<file path="config.mk">
export PLATFORM = sky130hd
export DESIGN_NAME = case1_vector_sequencer_flat
export DESIGN_NICKNAME = d
export VERILOG_FILES = /design/src/rtl/case1_vector_sequencer_if.sv /design/src/rtl/case1_vector_sequencer.sv /design/src/flat_wrapper.sv
export SDC_FILE = /design/constraint.sdc
export NUM_CORES = 1
export LEC_CHECK = 0
export ABC_AREA = 1
export CORE_MARGIN = 4
export CORE_UTILIZATION = 55
export CTS_CLUSTER_SIZE = 14
export DETAILED_ROUTE_END_ITERATION = 8
export PLACE_DENSITY = 0.8
export SLEW_MARGIN = 5
export SYNTH_ARGS = -nofsm -noshare
export SYNTH_HDL_FRONTEND = slang
export SYNTH_SLANG_ARGS = --single-unit
</file>
<file path="constraint.sdc">
create_clock -name clk -period 1.8 [get_ports clk]
set_input_delay 0.27 -clock clk [delete_from_list [all_inputs] [get_ports clk]]
set_output_delay 0.27 -clock clk [all_outputs]
set_load 0.03 [all_outputs]
</file>
<file path="src/rtl/case1_vector_sequencer_if.sv">
// case1_vector_sequencer_if: valid/ready stream carrying (A,B) test vectors
//   vec_valid  source has a vector
//   vec_a/b    vector bits
//   vec_ready  sequencer accepts the vector this cycle
interface case1_vector_sequencer_if;
    logic vec_valid;
    logic vec_a;
    logic vec_b;
    logic vec_ready;
    modport master (output vec_valid, vec_a, vec_b, input vec_ready);
    modport slave  (input vec_valid, vec_a, vec_b, output vec_ready);
endinterface

</file>
<file path="src/rtl/case1_vector_sequencer.sv">
// case1_vector_sequencer: drives (A,B) vectors into the Case1 path and checks Y = ~(A^B) after LATENCY cycles
//   clk, rst_n      clock shared with the datapath; async active-low reset
//   start, num_vec  begin a run of num_vec vectors (sampled in IDLE only)
//   vec             vector stream (slave side)
//   dut_a, dut_b    registered drive into the datapath
//   dut_y           datapath output
//   busy, done      run in progress; one-cycle end-of-run pulse
//   pass_cnt, fail_cnt, fail_seen, first_fail_idx  saturating run results
module case1_vector_sequencer #(
    parameter int LATENCY = 2,
    parameter int CNT_W   = 8
) (
    input  logic                 clk,
    input  logic                 rst_n,
    input  logic                 start,
    input  logic [CNT_W-1:0]     num_vec,
    case1_vector_sequencer_if.slave vec,
    output logic                 dut_a,
    output logic                 dut_b,
    input  logic                 dut_y,
    output logic                 busy,
    output logic                 done,
    output logic [CNT_W-1:0]     pass_cnt,
    output logic [CNT_W-1:0]     fail_cnt,
    output logic                 fail_seen,
    output logic [CNT_W-1:0]     first_fail_idx
);
    typedef enum logic [1:0] {IDLE, RUN, DRAIN, DONE} state_t;
    localparam logic [CNT_W-1:0] MAX = '1;
    state_t state, state_nx;
    logic [CNT_W-1:0] nv, acc_cnt;
    // check pipeline: valid, expected Y and acceptance index per stage; stage LATENCY lines up with dut_y
    logic [LATENCY:0] pv, pe;
    logic [CNT_W-1:0] pidx [LATENCY+1];
    logic ready, accept, chk, mis, clr;
    assign vec.vec_ready = ready;
    assign accept = vec.vec_valid & ready;
    assign chk = pv[LATENCY];
    assign mis = chk & (dut_y != pe[LATENCY]);
    assign busy = state != IDLE;
    assign done = state == DONE;
    always_comb begin
        state_nx = state;
        ready = 1'b0;
        clr = 1'b0;
        case (state)
            IDLE: begin
                clr = start;
                state_nx = !start ? IDLE : (num_vec == '0 ? DONE : RUN);
            end
            RUN: begin
                ready = acc_cnt < nv;
                state_nx = (accept && acc_cnt == nv - 1'b1) ? DRAIN : RUN;
            end
            DRAIN: state_nx = pv == '0 ? DONE : DRAIN;
            default: state_nx = IDLE;
        endcase
    end
    always_ff @(posedge clk or negedge rst_n) begin
        if (!rst_n) begin
            state <= IDLE;
            nv <= '0;
            acc_cnt <= '0;
            pv <= '0;
            pe <= '0;
            for (int i = 0; i <= LATENCY; i++) pidx[i] <= '0;
            dut_a <= 1'b0;
            dut_b <= 1'b0;
            pass_cnt <= '0;
            fail_cnt <= '0;
            fail_seen <= 1'b0;
            first_fail_idx <= '0;
        end else begin
            state <= state_nx;
            pv <= {pv[LATENCY-1:0], accept};
            pe <= {pe[LATENCY-1:0], ~(vec.vec_a ^ vec.vec_b)};
            pidx[0] <= acc_cnt;
            for (int i = 1; i <= LATENCY; i++) pidx[i] <= pidx[i-1];
            if (accept) begin
                dut_a <= vec.vec_a;
                dut_b <= vec.vec_b;
                acc_cnt <= acc_cnt + 1'b1;
            end
            if (clr) begin
                nv <= num_vec;
                acc_cnt <= '0;
                pass_cnt <= '0;
                fail_cnt <= '0;
                fail_seen <= 1'b0;
                first_fail_idx <= '0;
            end else if (chk) begin
                if (!mis) pass_cnt <= pass_cnt == MAX ? pass_cnt : pass_cnt + 1'b1;
                else begin
                    fail_cnt <= fail_cnt == MAX ? fail_cnt : fail_cnt + 1'b1;
                    if (!fail_seen) begin
                        fail_seen <= 1'b1;
                        first_fail_idx <= pidx[LATENCY];
                    end
                end
            end
        end
    end
endmodule
</file>
<file path="src/flat_wrapper.sv">
// flat-port wrapper written by rule: the top's interface ports become plain ports
module case1_vector_sequencer_flat 
#(
    parameter int LATENCY = 2,
    parameter int CNT_W   = 8
)
  (clk, rst_n, start, num_vec, dut_a, dut_b, dut_y, busy, done, pass_cnt, fail_cnt, fail_seen, first_fail_idx, vec_vec_valid, vec_vec_a, vec_vec_b, vec_vec_ready);
  case1_vector_sequencer_if vec_i ();
  input  logic clk;
  input  logic rst_n;
  input  logic start;
  input  logic [CNT_W-1:0] num_vec;
  output logic dut_a;
  output logic dut_b;
  input  logic dut_y;
  output logic busy;
  output logic done;
  output logic [CNT_W-1:0] pass_cnt;
  output logic [CNT_W-1:0] fail_cnt;
  output logic fail_seen;
  output logic [CNT_W-1:0] first_fail_idx;
  input wire logic [$bits(vec_i.vec_valid)-1:0] vec_vec_valid;
  input wire logic [$bits(vec_i.vec_a)-1:0] vec_vec_a;
  input wire logic [$bits(vec_i.vec_b)-1:0] vec_vec_b;
  output wire logic [$bits(vec_i.vec_ready)-1:0] vec_vec_ready;
  assign vec_i.vec_valid = vec_vec_valid;
  assign vec_i.vec_a = vec_vec_a;
  assign vec_i.vec_b = vec_vec_b;
  assign vec_vec_ready = vec_i.vec_ready;
  case1_vector_sequencer #(.LATENCY(LATENCY), .CNT_W(CNT_W)) u_core (.clk(clk), .rst_n(rst_n), .start(start), .num_vec(num_vec), .vec(vec_i), .dut_a(dut_a), .dut_b(dut_b), .dut_y(dut_y), .busy(busy), .done(done), .pass_cnt(pass_cnt), .fail_cnt(fail_cnt), .fail_seen(fail_seen), .first_fail_idx(first_fail_idx));
endmodule
</file>
==> results of run 1 <==
final timing paths:
| path | start | end | slack, ns | depth (start not counted) |
|---|---|---|---|---|
| worst max-delay path | u_core.acc_cnt[7] | u_core.acc_cnt[4] | -0.21 | 12 |
| worst min-delay path | u_core.pe[1] | u_core.pe[2] | 0.34 | 0 |
| worst max register to register | u_core.acc_cnt[7] | u_core.acc_cnt[4] | -0.21 | 12 |
| worst min register to register | u_core.pe[1] | u_core.pe[2] | 0.34 | 0 |
| max in group asynchronous | rst_n | u_core.nv[0] | 1.01 | 3 |
| min in group asynchronous | rst_n | u_core.first_fail_idx[4] | 0.47 | 3 |
Yosys cell counts, types with 6 or more instances:
master / count
xnor2_1: 8
ha_1: 12
xor2_1: 9
nor2_1: 30
o21ai_0: 24
nand3_1: 28
nor3_1: 6
inv_1: 43
a21oi_1: 7
o31ai_1: 12
nand2_1: 90
dfrtp_1: 75
through the flow:
step	power [W]	hold slack [ns]	setup TNS (ns)	cell area [um2]
floorplan	0.00333	-0.0256	0	3460
global route	0.00601	0.348	-2.65	4680
CTS	0.00555	0.350	-0.453	4370
detailed placement	0.00407	0.333	0	4060
global placement	0.00399	0.327	0	4060
finish	0.00571	0.344	-1.75	4680
flip-flops by register name, indices dropped and copies added, names as in the netlist:
| name | flops |
|---|---|
| u_core.pidx | 24 |
| u_core.acc_cnt | 8 |
| u_core.fail_cnt | 8 |
| u_core.first_fail_idx | 8 |
| u_core.nv | 8 |
| u_core.pass_cnt | 8 |
| u_core.pe | 3 |
| u_core.pv | 3 |
| u_core.state | 2 |
| u_core.dut_a | 1 |
| u_core.dut_b | 1 |
| u_core.fail_seen | 1 |
cell type report:
class	count	area (um2)	share of cell area [%]
Timing Repair Buffer	77	731	15.6
Clock buffer	13	159	3.40
Clock inverter	3	68.8	1.47
Inverter	48	193	4.12
Tap cell	75	93.8	2.01
Sequential cell	75	1880	40.1
Multi-Input combinational cell	247	1560	33.3
layer usage:
metal	part of all wire, %	vias up
met5	0	-
met4	3.7	0
met3	5.1	36
met2	54	106
met1	37	1441
li1	-	1382
timing repair:
item                       CTS  global route
resized for setup           14            56
pin swaps                    5            14
hold endpoints to repair    75             0
setup endpoints to repair   11            22
setup buffers                4            13
cloned                       0             0
hold buffers                 1             0
power by group:
group | internal, W | switching, W | total [W]
combinational | 0.000757 | 0.00108 | 0.00184
sequential | 0.00211 | 0.000296 | 0.00240
clock | 0.000864 | 0.000609 | 0.00147
cells by family after synthesis:
logic type	Yosys count	synth area share, %
and+or+nand+nor	171	22.0
buffers and inverters	55	6.87
xor gates and xnor gates	17	4.30
DFF	75	54.2
adders and majority gates	12	4.34
AOI/OAI and AO/OA	47	8.24
placed cells by master (no fill, tap or decap), types with 6 or more instances in the layout:
cell              n
buf_4            28
clkbuf_8         11
clkdlybuf4s50_1  31
dfrtp_1          74
dlymetal6s2s_1    9
ha_1              7
inv_1            32
inv_2            12
nand2_1          79
nand2_2          11
nand3_1          25
nor2_1           28
nor3_1            6
o21ai_0          23
o31ai_1           8
xnor2_1           8
xor2_1            9
==> results.json, run 1 <==
{
  "synth_fp_nets": 404,
  "critPathTopFamily": "simple AND/OR/NAND/NOR gates",
  "slew_viol_final": 0,
  "cts-buffers-inserted": 9,
  "vias_per_cell": 5.51,
  "yosys_warnings": 0,
  "grt_use_met2_pct": 36.6,
  "synth_area_leaders": "dfrtp_1 (54%), nand2_1 (9.8%), inv_1 (4.7%)",
  "dp_hpwl_um": 5150,
  "synthToLayoutAreaGrowth_pct": 35.2,
  "die_w_um": 87.3,
  "fmax_mhz": 499,
  "synthDistinctLibCells": 30,
  "synth_enable_flop_cells": 0,
  "core-area_um2": 6030,
  "final_layout_size_suffix_gt1_share_pct": 23.1,
  "drv_cap": 0,
  "clock_path_buffers": 2,
  "busiest_layer": "met2",
  "synth_area_um2": 3460,
  "max_stage_delay_ns": 0.43,
  "drtIter0Drc": 211,
  "worst_pin_slew_ns": 0.437,
  "grt_max_degree": 76,
  "hold_violations": 0,
  "worstPathMaxFanout": 6,
  "dr.pass1.iters": 5,
  "outcome": "complete, but fails checks",
  "gr-usage-met1_pct": 23.6,
  "finalCriticalPeriod_ns": 2.01,
  "grtUsageMet3_pct": 7.28,
  "power_leakage_nw": 2.28,
  "io_buffers": 44,
  "hp-class": "flop to flop",
  "worstPathCellList": "ha_4 -> nand2_4 -> inv_4 -> nand2_2 -> nand3_2 -> nor2_4 -> buf_4 -> buf_6 -> nand3_4 -> buf_4 -> nor3_1 -> nor2_1",
  "seq_area_frac_synth_pct": 54.2,
  "crit_type": "flop to flop",
  "synth_area_per_cell_um2": 9.18,
  "htree_levels": 3,
  "cp_common_cell": "buf_4",
  "slowest_stage": "dfrtp_1",
  "clk_pin_slew_ns": 0.08,
  "rsz0062_at_grt": "yes",
  "dp_cells": 504,
  "antenna_left": 0,
  "first_global_vias": 2814,
  "remaining_drc_errors": 0,
  "fin_ws_ns": -0.205,
  "yosysTopAreaCell": "dfrtp_1",
  "synth-async-reset-ratio_pct": 100,
  "cts_sinks": 75,
  "avgRoutedWirePerCell_um": 16.4,
  "syn_inst": 377,
  "routed_wl_um": 8820,
  "dieArea_um2": 7630,
  "setup_violations": 14,
  "irDropWorstVdd_uv": 887,
  "cts_tree": "built",
  "gp_congestion": 0.868,
  "io_pins": 45,
  "place_ws_ns": 0.00984,
  "yosysTopAreaCellShare_pct": 54.2,
  "power_density_nw_per_um2": 1220,
  "skew_ns": 0.0106,
  "final_util_pct": 77.7,
  "finalNetCount": 485,
  "fin_cells": 538,
  "grt_pass1_wl_um": 12500,
  "crit_required_ns": 2.03,
  "initial_core_util_pct": 57.5,
  "start_kind": "flop",
  "row_count": 28,
  "fin_crit_sh_pct": 111,
  "gr-total-overflow": 0,
  "cp_data_arrival_time_ns": 2.23,
  "root_buffer": "clkbuf_8",
  "path_buf_inv": 4,
  "via_count": 2965,
  "end_kind": "flop",
  "fillers": 387,
  "antenna_found_initial": 0,
  "synth_seq_cells": 75,
  "slew_headroom_pct": 70.6,
  "num_antenna_cells": 0,
  "clkLatencyLatePin_ns": 0.34,
  "synthFlopType": "dfrtp_1",
  "die-height_um": 87.3,
  "grt_util_all_layers_pct": 21.3,
  "failed_checks": "negative setup slack"
}
(Power assumes the default switching activity.)
==> run 2, diff against run 1 <==
Settings changed: ABC_AREA 1 to default, CORE_UTILIZATION 55 to 54, PLACE_DENSITY 0.8 to 0.79.
==> run 2 against run 1 <==
Net effect: the run still ends with negative setup slack left; clock power decreased by 18%; first-iteration DRC count is 9.5% lower; sequential power is essentially flat; synthesized cell count fell by 27%; worst setup slack got worse by 0.34 ns; largest cell class unchanged; largest power group unchanged.
==> results.json, run 2 <==
{
  "regMostFlops": "u_core.pidx",
  "outcome": "complete, but fails checks",
  "fin_crit_sh_pct": 130,
  "via_count": 2586,
  "synthToLayoutAreaGrowth_pct": 44.1,
  "slowest_stage": "or4b_1",
  "synth_area_um2": 3160,
  "antenna_found_initial": 0,
  "dpl_cell_area_um2": 4020,
  "synth_fp_nets": 302,
  "hp-class": "flop to flop",
  "switching_share_pct": 36.4,
  "power_density_nw_per_um2": 1210,
  "remaining_drc_errors": 0,
  "clkLatencyLatePin_ns": 0.35,
  "end_kind": "flop",
  "initial_core_util_pct": 56.7,
  "final_common_cell": "dfrtp_1",
  "hold_violations": 0,
  "core-area_um2": 5570,
  "yosysTopAreaCellShare_pct": 59.4,
  "yosysTopAreaCell": "dfrtp_1",
  "worstPathCellList": "xnor2_1 -> a21oi_2 -> or4b_1 -> or4_4 -> a2111oi_4 -> o21bai_1",
  "fin_tns_setup_ns": -5.09,
  "synth-async-reset-ratio_pct": 100,
  "row_count": 27,
  "failed_checks": "negative setup slack",
  "grt_util_all_layers_pct": 21.7,
  "synth_area_per_cell_um2": 11.5,
  "regToRegSetupSlack_ns": -0.54,
  "fin_cells": 462,
  "slew_headroom_pct": 64.4,
  "dr.pass1.iters": 4,
  "finalNetCount": 412,
  "num_antenna_cells": 0,
  "start_kind": "flop",
  "dieArea_um2": 7140,
  "synth_area_leaders": "dfrtp_1 (59%), xnor2_1 (5.0%), ha_1 (4.8%)",
  "cellInternalPower_w": 0.00349,
  "syn_inst": 275,
  "final_layout_size_suffix_gt1_share_pct": 29.7,
  "skew_ns": 0.0113,
  "antenna_left": 0,
  "drtIter0Drc": 191,
  "cp_data_arrival_time_ns": 2.60,
  "largest_reg_flops": 24,
  "dp_hpwl_um": 4870,
  "final_cell_mix": "dfrtp_1 (70), buf_4 (49), clkdlybuf4s50_1 (36)",
  "yosysMostFrequentCell": "dfrtp_1",
  "critPathTopFamily": "simple AND/OR/NAND/NOR gates",
  "place_ws_ns": -0.422,
  "cts_sinks": 75,
  "routed_wl_um": 8380,
  "finalInstanceArea_um2": 4550,
  "irDropWorstVdd_uv": 797,
  "grt_pass1_wl_um": 12200,
  "gr-total-overflow": 0,
  "path_buf_inv": 0,
  "clk_pin_slew_ns": 0.09,
  "grt_max_degree": 33,
  "crit_type": "flop to flop",
  "power_frac_clock_pct": 22.0,
  "crit_required_ns": 2.06,
  "worstPathMaxFanout": 3,
  "power_leakage_nw": 2.12,
  "fin_ws_ns": -0.541,
  "synth_seq_cells": 75,
  "yosys-top-cells-count": "dfrtp_1 (75), nor2_1 (33), nand2_1 (20)",
  "power.switching_w": 0.00200,
  "gp_congestion": 0.873,
  "finalCriticalPeriod_ns": 2.34,
  "cts-buffers-inserted": 9,
  "avgRoutedWirePerCell_um": 18.1,
  "max_stage_delay_ns": 0.47,
  "vias_per_cell": 5.60,
  "cts_tree": "built",
  "die_w_um": 84.5,
  "yosys_warnings": 0,
  "seqPwrFrac_pct": 43.9,
  "io_pins": 45,
  "rsz0062_at_grt": "yes",
  "synthDistinctLibCells": 36,
  "io_buffers": 44,
  "synth_enable_flop_cells": 0,
  "drv_cap": 0,
  "slew_viol_final": 0,
  "dp_cells": 429,
  "root_buffer": "clkbuf_8",
  "setup_violations": 14,
  "seq_area_frac_synth_pct": 59.4,
  "worst_pin_slew_ns": 0.532,
  "first_global_vias": 2505,
  "die-height_um": 84.5,
  "htree_levels": 3,
  "fmax_mhz": 427,
  "clock_path_buffers": 2,
  "synthFlopType": "dfrtp_1",
  "combPwrFrac_pct": 34.1
}
## run 2: changes by cell type after synthesis, sizes merged, moves of 3 or more
cell,delta
nor2b,+3
buf,-5
clkbuf,+3
inv,-35
o211ai,+4
a22o,+8
xnor2,+10
o21ai,-15
nand4,+4
nand2,-75
nand3,-19
mux2i,+6
o31ai,-12
## run 2: per-layer routing
| layer | up-vias | share of wire (%) | track usage [%] |
|---|---|---|---|
| li1 | 1163 | - | - |
| met1 | 1278 | 40 | 27.7 |
| met2 | 102 | 51 | 35.9 |
| met3 | 43 | 5.7 | 4.12 |
| met4 | 0 | 3.5 | 9.93 |
| met5 | - | 0 | 0 |
## run 2: what timing repair did
item                                    CTS  global route
gates cloned                              0             0
endpoints found under the setup margin   15            21
buffers inserted                          6            11
hold buffers                              1             0
gates resized for setup                  28            24
pin swaps                                10            15
hold endpoints to repair                 29             0
## run 2: cell type report
type,instances,area (um2)
inverters,12,45.0
clock buffers,9,124
clock inverters,7,58.8
fillers,308,1020
multi-input cells,183,1400
flip-flops and latches,75,1880
well taps,72,90.1
repair buffers,104,950
## run 2: logic make-up after synthesis
group | after synthesis | share of synthesized area [%]
multiplexers | 8 | 2.61
AND/OR/NAND/NOR | 98 | 15.5
flip-flops | 75 | 59.4
buffers and inverters | 17 | 2.02
AO/OA/AOI/OAI | 36 | 7.61
adder cells (fa/ha/maj) | 12 | 4.75
XOR/XNOR | 29 | 8.04
## run 2: through the flow
step / hold slack, ns / power [W] / utilization, %
after detailed placement: 0.229 / 0.00400 / 72.1
final: 0.352 / 0.00550 / 81.7
after floorplan: -0.0256 / 0.00324 / -
after global placement: 0.221 / 0.00394 / 72.1
after global routing: 0.358 / 0.00576 / 81.7
after CTS: 0.353 / 0.00533 / 78.7
## run 2: worst paths after layout
path / start / endpoint / cells after the start
max in group asynchronous: rst_n / u_core.pidx[5] / 3
worst min register to register: u_core.pidx[8] / u_core.pidx[0] / 0
worst min-delay path: u_core.pidx[8] / u_core.pidx[0] / 0
worst max-delay path: u_core.acc_cnt[6] / u_core.state[1] / 6
min in group asynchronous: rst_n / u_core.nv[3] / 2
worst max register to register: u_core.acc_cnt[6] / u_core.state[1] / 6
## run 2: power by group through the flow
stage | Clock [W] | Combinational, W | Sequential (W)
after floorplan | 0 | 0.000518 | 0.00272
after global placement | 0 | 0.00152 | 0.00242
after detailed placement | 0 | 0.00155 | 0.00244
after CTS | 0.00121 | 0.00170 | 0.00241
after global routing | 0.00130 | 0.00200 | 0.00247
final | 0.00121 | 0.00188 | 0.00242
==> run 3, diff against run 2 <==
Settings changed: CTS_CLUSTER_SIZE 14 to 25, GPL_TIMING_DRIVEN from default to 0, SLEW_MARGIN 5 to default.
==> run 3 against run 2 <==
Net effect: the flow still finishes with violations (negative setup slack); non-clock buffer count fell by 41; final area shrank 7.1%; sequential share of layout area rose by 3.3 points; register-to-register slack worse by 0.03 ns; worst hold slack worse by 0.31 ns; clock-buffer cell count did not move; combinational power decreased by 24%; via count is 11% lower; utilization is 5.8 points lower; total power fell by 2.3%; largest cell class unchanged.
==> results.json, run 3 (synthesized netlist as in run 2, its figures left out) <==
{
  "fin_ws_ns": -0.569,
  "place_ws_ns": -0.730,
  "combPwrFrac_pct": 26.6,
  "start_kind": "flop",
  "first_global_vias": 2309,
  "grt_max_degree": 76,
  "power.switching_w": 0.00179,
  "clkLatencyLatePin_ns": 0.34,
  "gp_congestion": 0.796,
  "synthToLayoutAreaGrowth_pct": 33.9,
  "outcome": "complete, but fails checks",
  "drtIter0Drc": 138,
  "core-area_um2": 5570,
  "fin_crit_sh_pct": 132,
  "htree_levels": 3,
  "final_common_cell": "dfrtp_1",
  "routed_wl_um": 6700,
  "cellInternalPower_w": 0.00358,
  "wl_met2_um": 3360,
  "final_layout_size_suffix_gt1_share_pct": 21.8,
  "rr_worst_depth": 9,
  "skew_ns": 0.00859,
  "clock_path_buffers": 2,
  "num_antenna_cells": 0,
  "irDropWorstVdd_uv": 747,
  "io_pins": 45,
  "final_cell_mix": "dfrtp_1 (65), clkdlybuf4s50_1 (36), nor2_1 (32)",
  "grt_util_all_layers_pct": 19.6,
  "antenna_found_initial": 0,
  "regMostFlops": "u_core.pidx",
  "power_frac_clock_pct": 26.6,
  "largest_reg_flops": 24,
  "hold_violations": 0,
  "root_buffer": "clkbuf_8",
  "r2r-start": "u_core.nv[1]",
  "gr-total-overflow": 0,
  "total_power_w": 0.00537,
  "crit_start": "u_core.nv[1]",
  "end_kind": "flop",
  "failed_checks": "negative setup slack",
  "rsz0062_at_grt": "yes",
  "cts_hold_buf": 0,
  "slew_viol_final": 0,
  "grt_pass1_wl_um": 11000,
  "worstPathMaxFanout": 3,
  "via_count": 2299,
  "fin_tns_setup_ns": -3.46,
  "worst_pin_slew_ns": 0.911,
  "die-height_um": 84.5,
  "met3_length_um": 375,
  "setup_violations": 13,
  "clk_pin_slew_ns": 0.08,
  "dp_hpwl_um": 4160,
  "dieArea_um2": 7140,
  "vias_per_cell": 5.46,
  "slew_headroom_pct": 39.2,
  "remaining_drc_errors": 0,
  "finalCriticalPeriod_ns": 2.37,
  "cts_tree": "built",
  "io_buffers": 44,
  "avgRoutedWirePerCell_um": 15.9,
  "antenna_left": 0,
  "hp-class": "primary input to asynchronous set/reset pin",
  "cts-buffers-inserted": 9,
  "finalNetCount": 371,
  "row_count": 27,
  "met1Wirelength_um": 2850,
  "die_w_um": 84.5,
  "top_layer_used": "met4",
  "crit_required_ns": 2.07,
  "drv_cap": 0,
  "cp_data_arrival_time_ns": 2.64,
  "seqPwrFrac_pct": 46.8,
  "power_leakage_nw": 1.90,
  "cts_sinks": 75,
  "power_density_nw_per_um2": 1270,
  "initial_core_util_pct": 56.7,
  "dr.pass1.iters": 4,
  "switching_share_pct": 33.4,
  "final_util_pct": 75.9,
  "fmax_mhz": 422,
  "crit_type": "flop to flop"
}
-- run 3: cell types whose count changed in the layout (fill, tap and decap cells not counted), moves of 3 or more --
cell / change
dfrtp_1: -5
xnor2_1: +3
dfrtp_2: +5
buf_6: -8
buf_4: -36
xnor2_2: -3
-- run 3: area by class of cell --
| cell class | count | area (um2) |
|---|---|---|
| flip-flops and latches | 75 | 1890 |
| multi-input cells | 183 | 1380 |
| fillers | 368 | 1350 |
| repair buffers | 59 | 574 |
| clock buffers | 9 | 124 |
| clock inverters | 7 | 101 |
| well taps | 72 | 90.1 |
| inverters | 12 | 45.0 |
| plain buffers | 4 | 21.3 |
-- run 3: repair_timing --
action                     CTS  global route
cloned                       0             0
setup buffers                9             6
setup endpoints to repair   33            33
pin swaps                   12             9
resized for setup           30            32
-- run 3: power by group through the flow --
| stage | clock [W] | sequential, W | combinational (W) |
|---|---|---|---|
| 2_1_floorplan | 0 | 0.00272 | 0.000518 |
| 3_3_place_gp | 0 | 0.00252 | 0.00122 |
| 3_5_place_dp | 0 | 0.00254 | 0.00126 |
| 4_1_cts | 0.00146 | 0.00250 | 0.00139 |
| 5_1_grt | 0.00154 | 0.00258 | 0.00155 |
| 6_report | 0.00143 | 0.00252 | 0.00143 |
-- run 3: worst max-delay path, cell delays in order (launching register included) --
cell	delay, ns
dfrtp_1	0.41
inv_2	0.11
ha_4	0.20
nor2b_4	0.11
o211ai_1	0.21
a21oi_2	0.10
buf_6	0.13
or4_4	0.55
a2111oi_4	0.30
o21bai_1	0.16
-- run 3: through the flow --
stage,hold WS (ns),instance area [um2],std cells
finish,0.0377,4230,421
global route,0.116,4230,421
CTS,0.0809,4100,415
detailed placement,0.335,3700,391
global placement,0.331,3710,391
floorplan,-0.0256,3180,275
-- run 3: worst paths after layout --
path | end | slack, ns
min in group clk | u_core.pidx[8] | 0.35
min reg2reg | u_core.pidx[8] | 0.35
max | u_core.state[1] | -0.57
max reg2reg | u_core.state[1] | -0.57
min | u_core.pidx[19] | 0.04
max in group asynchronous | u_core.fail_cnt[1] | 1.10
-- run 3: metal layers --
metal  up-vias  GRT usage, %
li1       1089             -
met1      1129          24.9
met2        67          32.6
met3        14          3.93
met4         0          8.63
met5         -             0
